**src/rtl/alu_pkg.sv**
```systemverilog
// Shared definitions for the 4-bit ALU issue path: opcodes, sequencer states,
// instruction field positions and register-file geometry.
package alu_pkg;

   localparam int unsigned DATA_W = 4;
   localparam int unsigned REG_N  = 4;
   localparam int unsigned REG_AW = 2;
   localparam int unsigned OC_W   = 3;

   localparam logic [OC_W-1:0] OP_ADD = 3'b000;
   localparam logic [OC_W-1:0] OP_SUB = 3'b001;
   localparam logic [OC_W-1:0] OP_MUL = 3'b010;
   localparam logic [OC_W-1:0] OP_DIV = 3'b011;
   localparam logic [OC_W-1:0] OP_NOT = 3'b100;
   localparam logic [OC_W-1:0] OP_XOR = 3'b101;
   localparam logic [OC_W-1:0] OP_OR  = 3'b110;
   localparam logic [OC_W-1:0] OP_AND = 3'b111;

   localparam int unsigned OC_MSB   = 8;
   localparam int unsigned OC_LSB   = 6;
   localparam int unsigned DST_MSB  = 5;
   localparam int unsigned DST_LSB  = 4;
   localparam int unsigned SRCA_MSB = 3;
   localparam int unsigned SRCA_LSB = 2;
   localparam int unsigned SRCB_MSB = 1;
   localparam int unsigned SRCB_LSB = 0;

   typedef enum logic [1:0] {
      S_IDLE,
      S_READ,
      S_EXEC,
      S_WB
   } state_t;

endpackage

```
**src/rtl/regfile_4x4.sv**
```systemverilog
// 4x4-bit register file: two registered operand read ports, a combinational
// debug port, and writeback/load write ports with writeback priority.
module regfile_4x4
   import alu_pkg::*;
(
   input  logic              clk,
   input  logic              rst,
   input  logic              rd_en,
   input  logic [REG_AW-1:0] rd_addr_a,
   input  logic [REG_AW-1:0] rd_addr_b,
   output logic [DATA_W-1:0] rd_data_a,
   output logic [DATA_W-1:0] rd_data_b,
   input  logic              wb_en,
   input  logic [REG_AW-1:0] wb_addr,
   input  logic [DATA_W-1:0] wb_data,
   input  logic              ld_en,
   input  logic [REG_AW-1:0] ld_addr,
   input  logic [DATA_W-1:0] ld_data,
   input  logic [REG_AW-1:0] dbg_addr,
   output logic [DATA_W-1:0] dbg_data
);

   logic [DATA_W-1:0] regs [REG_N];

   assign dbg_data = regs[dbg_addr];

   always_ff @(posedge clk) begin
      if (rst) begin
         for (int unsigned i = 0; i < REG_N; i++) regs[i] <= '0;
         rd_data_a <= '0;
         rd_data_b <= '0;
      end else begin
         // Writeback is assigned last so it wins an address collision with a load.
         if (ld_en) regs[ld_addr] <= ld_data;
         if (wb_en) regs[wb_addr] <= wb_data;
         if (rd_en) begin
            rd_data_a <= regs[rd_addr_a];
            rd_data_b <= regs[rd_addr_b];
         end
      end
   end

endmodule

```
**src/rtl/alu_sequencer.sv**
```systemverilog
// Multi-cycle issuer for the external 4-bit ALU: accept, read operands,
// execute, write back. One instruction every four cycles.
module alu_sequencer
   import alu_pkg::*;
(
   input  logic        clk,
   input  logic        rst,
   input  logic        instr_valid,
   output logic        instr_ready,
   input  logic [8:0]  instr,
   input  logic        ld_valid,
   input  logic [1:0]  ld_addr,
   input  logic [3:0]  ld_data,
   output logic [2:0]  alu_oc,
   output logic [3:0]  alu_a,
   output logic [3:0]  alu_b,
   input  logic [3:0]  alu_f,
   output logic        res_valid,
   output logic [3:0]  res_data,
   output logic [1:0]  res_dst,
   output logic        div_zero,
   input  logic [1:0]  dbg_addr,
   output logic [3:0]  dbg_data
);

   state_t            state;
   logic [REG_AW-1:0] dst_q;
   logic [REG_AW-1:0] srca_q;
   logic [REG_AW-1:0] srcb_q;

   // WB state coincides with the res_valid pulse; a zero-divide suppresses the write.
   regfile_4x4 u_regfile (
      .clk       (clk),
      .rst       (rst),
      .rd_en     (state == S_READ),
      .rd_addr_a (srca_q),
      .rd_addr_b (srcb_q),
      .rd_data_a (alu_a),
      .rd_data_b (alu_b),
      .wb_en     (res_valid && !div_zero),
      .wb_addr   (res_dst),
      .wb_data   (res_data),
      .ld_en     (ld_valid),
      .ld_addr   (ld_addr),
      .ld_data   (ld_data),
      .dbg_addr  (dbg_addr),
      .dbg_data  (dbg_data)
   );

   always_ff @(posedge clk) begin
      if (rst) begin
         state       <= S_IDLE;
         instr_ready <= 1'b1;
         alu_oc      <= OP_ADD;
         dst_q       <= '0;
         srca_q      <= '0;
         srcb_q      <= '0;
         res_valid   <= 1'b0;
         res_data    <= '0;
         res_dst     <= '0;
         div_zero    <= 1'b0;
      end else begin
         res_valid <= 1'b0;
         div_zero  <= 1'b0;
         case (state)
            S_IDLE: begin
               if (instr_valid) begin
                  alu_oc      <= instr[OC_MSB:OC_LSB];
                  dst_q       <= instr[DST_MSB:DST_LSB];
                  srca_q      <= instr[SRCA_MSB:SRCA_LSB];
                  srcb_q      <= instr[SRCB_MSB:SRCB_LSB];
                  instr_ready <= 1'b0;
                  state       <= S_READ;
               end
            end
            S_READ: state <= S_EXEC;
            S_EXEC: begin
               res_data  <= alu_f;
               res_dst   <= dst_q;
               res_valid <= 1'b1;
               div_zero  <= (alu_oc == OP_DIV) && (alu_b == '0);
               state     <= S_WB;
            end
            S_WB: begin
               instr_ready <= 1'b1;
               state       <= S_IDLE;
            end
         endcase
      end
   end

endmodule

```
**config.mk**
```make
export PLATFORM = sky130hd
export DESIGN_NAME = alu_sequencer
export DESIGN_NICKNAME = d
export VERILOG_FILES = /design/src/rtl/alu_pkg.sv /design/src/rtl/regfile_4x4.sv /design/src/rtl/alu_sequencer.sv
export SDC_FILE = /design/constraint.sdc
export NUM_CORES = 1
export LEC_CHECK = 0
export BUFFER_PORTS_ARGS = -buffer_cell sky130_fd_sc_hd__buf_2
export CAP_MARGIN = 20
export CORE_ASPECT_RATIO = 1.4
export CORE_MARGIN = 1.5
export CORE_UTILIZATION = 60
export CTS_BUF_LIST = sky130_fd_sc_hd__clkbuf_8
export DETAILED_ROUTE_END_ITERATION = 16
export PLACE_DENSITY = 0.95
export SYNTH_ARGS = -nofsm -noshare
export SYNTH_HDL_FRONTEND = slang
export SYNTH_SLANG_ARGS = --single-unit
```
**constraint.sdc**
```tcl
create_clock -name clk -period 5.6 [get_ports clk]
set_clock_uncertainty 0.15 [all_clocks]
set_input_delay 1.68 -clock clk [delete_from_list [all_inputs] [get_ports clk]]
set_output_delay 1.68 -clock clk [all_outputs]
set_load 0.005 [all_outputs]
```
==> impl_results.md <==
- Status: completed
- Crit path max fanout: 4
- Syn-to-layout area delta: 16.0%
- Crit. End Element: output pin
- CTS sink cnt: 44
- Final TNS setup: 0 ns
- Synth warn: 0
- Final Slew Violations: 0
- WL final: 4.44 mm
- Pin count of the biggest net entering global routing: 37
- Worst-Skew Late Latency: 0.31 ns
- Worst Hold Class: flip-flop to flip-flop
- R2R Path Start: div_zero
- Max rail drop VDD: 0.335 mV
- Diode count: 0
- Core ar.: 3440 sq um
- Fin crit share: 77.3%
- Pleak: 1.10 nW
- Tightest Pin Transition: 1.07 ns
- CTS resizes: 0
- Die area: 4040 sq um
- Routability cong.: 0.921
- Arrival time at the worst endpoint: 2.50 ns
- # H-tree levels: 2
- Net count, final: 270
- Synth async-reset ratio: 0%
- Starting Density: 63.9%
- Final Critical Period: 4.33 ns
- Hold path startpoint: u_regfile.rd_data_b[3]
- F_max: 231 MHz
- R2R Setup Slk: 3.47 ns
- Worst hold path stage count: 1
- Syn_nets: 226
- Clk slew on worst S/H paths: 0.09 ns
- Wirelength per Cell: 15.8 um
- I/O pin count: 49
- Ys flop type: dfxtp_1
- Max Cap Viol: 0
- Final setup viols: 0
- Critical path class: primary input to output pin
- Vias per cell: 5.79
- First-pass GRT wire length: 6.85 mm
- Hold Vio Cnt, Final: 0
- Number of placement rows: 25
- RSZ-0062 raised after global routing: false
- TritonCTS clock tree: done
- Gate Count Post-Synth: 196
- Hold-fix buffers, CTS: 0
- Required time worst endpoint: 3.77 ns
- Root buffer cell: clkbuf_8
- Clock Path Buffers: 2
- Final setup margin: 1.27 ns
- Synth Area per Inst: 11.2 sq um
- Post-synth EDFFs: 16
- Die X-Extent: 54.2 um
- 1st-iter DRT viols: 46
- Hold EP: div_zero
- CTS buffer count: 5
- Chip height: 74.6 um
- Worst reg2reg path depth: 3
- Setup Buffers After CTS: 0
- DP Wirelength: 3.33 mm
- #FFs+latches synth: 44
- Initial antenna violation count: 0
- Detail Route Antenna Nets: 0
- Crit path launch type: primary input
- PortBufs: 48
- DRT Pass-1 Iters: 5
- Vias in the first global route: 1479
- Worst slew margin: 27.6%
- RR Endpoint: u_regfile.regs[0][3]
- Synthesized area: 2200 sq um
- Library cells used by synthesis: 32
- Fraction of layout cells with a size suffix above 1: 28.2%
- Overall Global Routing Usage: 24.8%
- Grt total ovfl: 0
- Sequential element share of the synthesized area: 47.3%
- DR vias: 1626
- Place WS: 1.27 ns
- Post-route DRC violation count: 0
- Pwr dens: 357 nW/um^2
cell usage after synthesis, types with 2 or more instances:
cell      count  share of area [%]
a21oi_1      10                2.3
nor2_1       19                3.2
edfxtp_1     16                 22
buf_1         2               0.34
ha_1          5                2.8
dfxtp_1      28                 25
inv_1         6                1.0
nand2_1      39                6.7
clkbuf_2      2               0.46
buf_2         3               0.68
mux4_1        4                4.8
or3_1         2               0.57
nor2b_1       2               0.57
and4bb_2      2                1.1
mux4_2        8                8.2
mux2i_1      31                 14
clkbuf_1      2               0.34
registers in the layout, summed over array words and instances, names as in the netlist:
| signal | count |
|---|---|
| res_data | 4 |
| res_valid | 1 |
| srca_q | 2 |
| dst_q | 2 |
| alu_oc | 3 |
| div_zero | 1 |
| u_regfile.rd_data_a | 4 |
| state | 2 |
| srcb_q | 2 |
| instr_ready | 1 |
| res_dst | 2 |
| u_regfile.regs | 16 |
| u_regfile.rd_data_b | 4 |
worst max path at each step:
stage | from | endpoint | cells past startpoint
2_1_floorplan | dbg_addr[0] | dbg_data[0] | 1
3_3_place_gp | dbg_addr[0] | dbg_data[0] | 3
3_5_place_dp | dbg_addr[0] | dbg_data[2] | 3
4_1_cts | dbg_addr[0] | dbg_data[2] | 3
5_1_grt | dbg_addr[0] | dbg_data[2] | 3
6_report | dbg_addr[0] | dbg_data[2] | 3
area by class of cell:
cell class	instances	area (sq um)
clock buffers	6	82.6
clock inverters	2	38.8
fillers	255	888
inverters	6	22.5
multi-input cells	135	1080
flip-flops and latches	44	1040
well taps	40	50.0
repair buffers	48	240
stage by stage:
step	cells	cell area [sq um]	utilization, %	power (mW)	hold slack [ns]
global placement	273	2430	70.7	0.647	0.296
finish	281	2550	74.2	0.911	0.323
CTS	281	2550	74.2	0.912	0.320
floorplan	196	2200	-	0.585	0.286
detailed placement	273	2430	70.7	0.659	0.305
global route	281	2550	74.2	0.957	0.347
kinds of logic after synthesis:
family | synth area share, %
simple gates | 15.8
mux | 27.1
flops | 47.3
fa+ha+maj | 2.84
compound gates | 3.24
buf+inv | 3.70
layout by cell type (no fill, tap or decap), types with 2 or more instances in the layout:
| master | count |
|---|---|
| buf_2 | 48 |
| nand2_1 | 39 |
| mux2i_1 | 31 |
| dfxtp_1 | 28 |
| nor2_1 | 19 |
| edfxtp_1 | 16 |
| a21oi_1 | 10 |
| mux4_2 | 8 |
| inv_1 | 6 |
| clkbuf_8 | 6 |
| ha_1 | 5 |
| mux4_1 | 4 |
| and4bb_2 | 2 |
| nor2b_1 | 2 |
| or3_1 | 2 |
where the power goes:
group          total [mW]  internal [mW]  switching (mW)
combinational       0.235          0.114           0.122
clock               0.258          0.146           0.112
sequential          0.417          0.377          0.0397
metal layers:
layer	vias up	routed length (um)	global-route usage (%)
li1	788	-	-
met4	0	157	12.5
met3	13	211	8.33
met5	-	0	0
met1	771	1710	26.6
met2	54	2360	42.3
critical path, stage by stage:
cell,delay [ns]
buf_2,0.16
mux4_2,0.52
buf_2,0.14
Note: power is estimated with default switching activity, not from simulation.
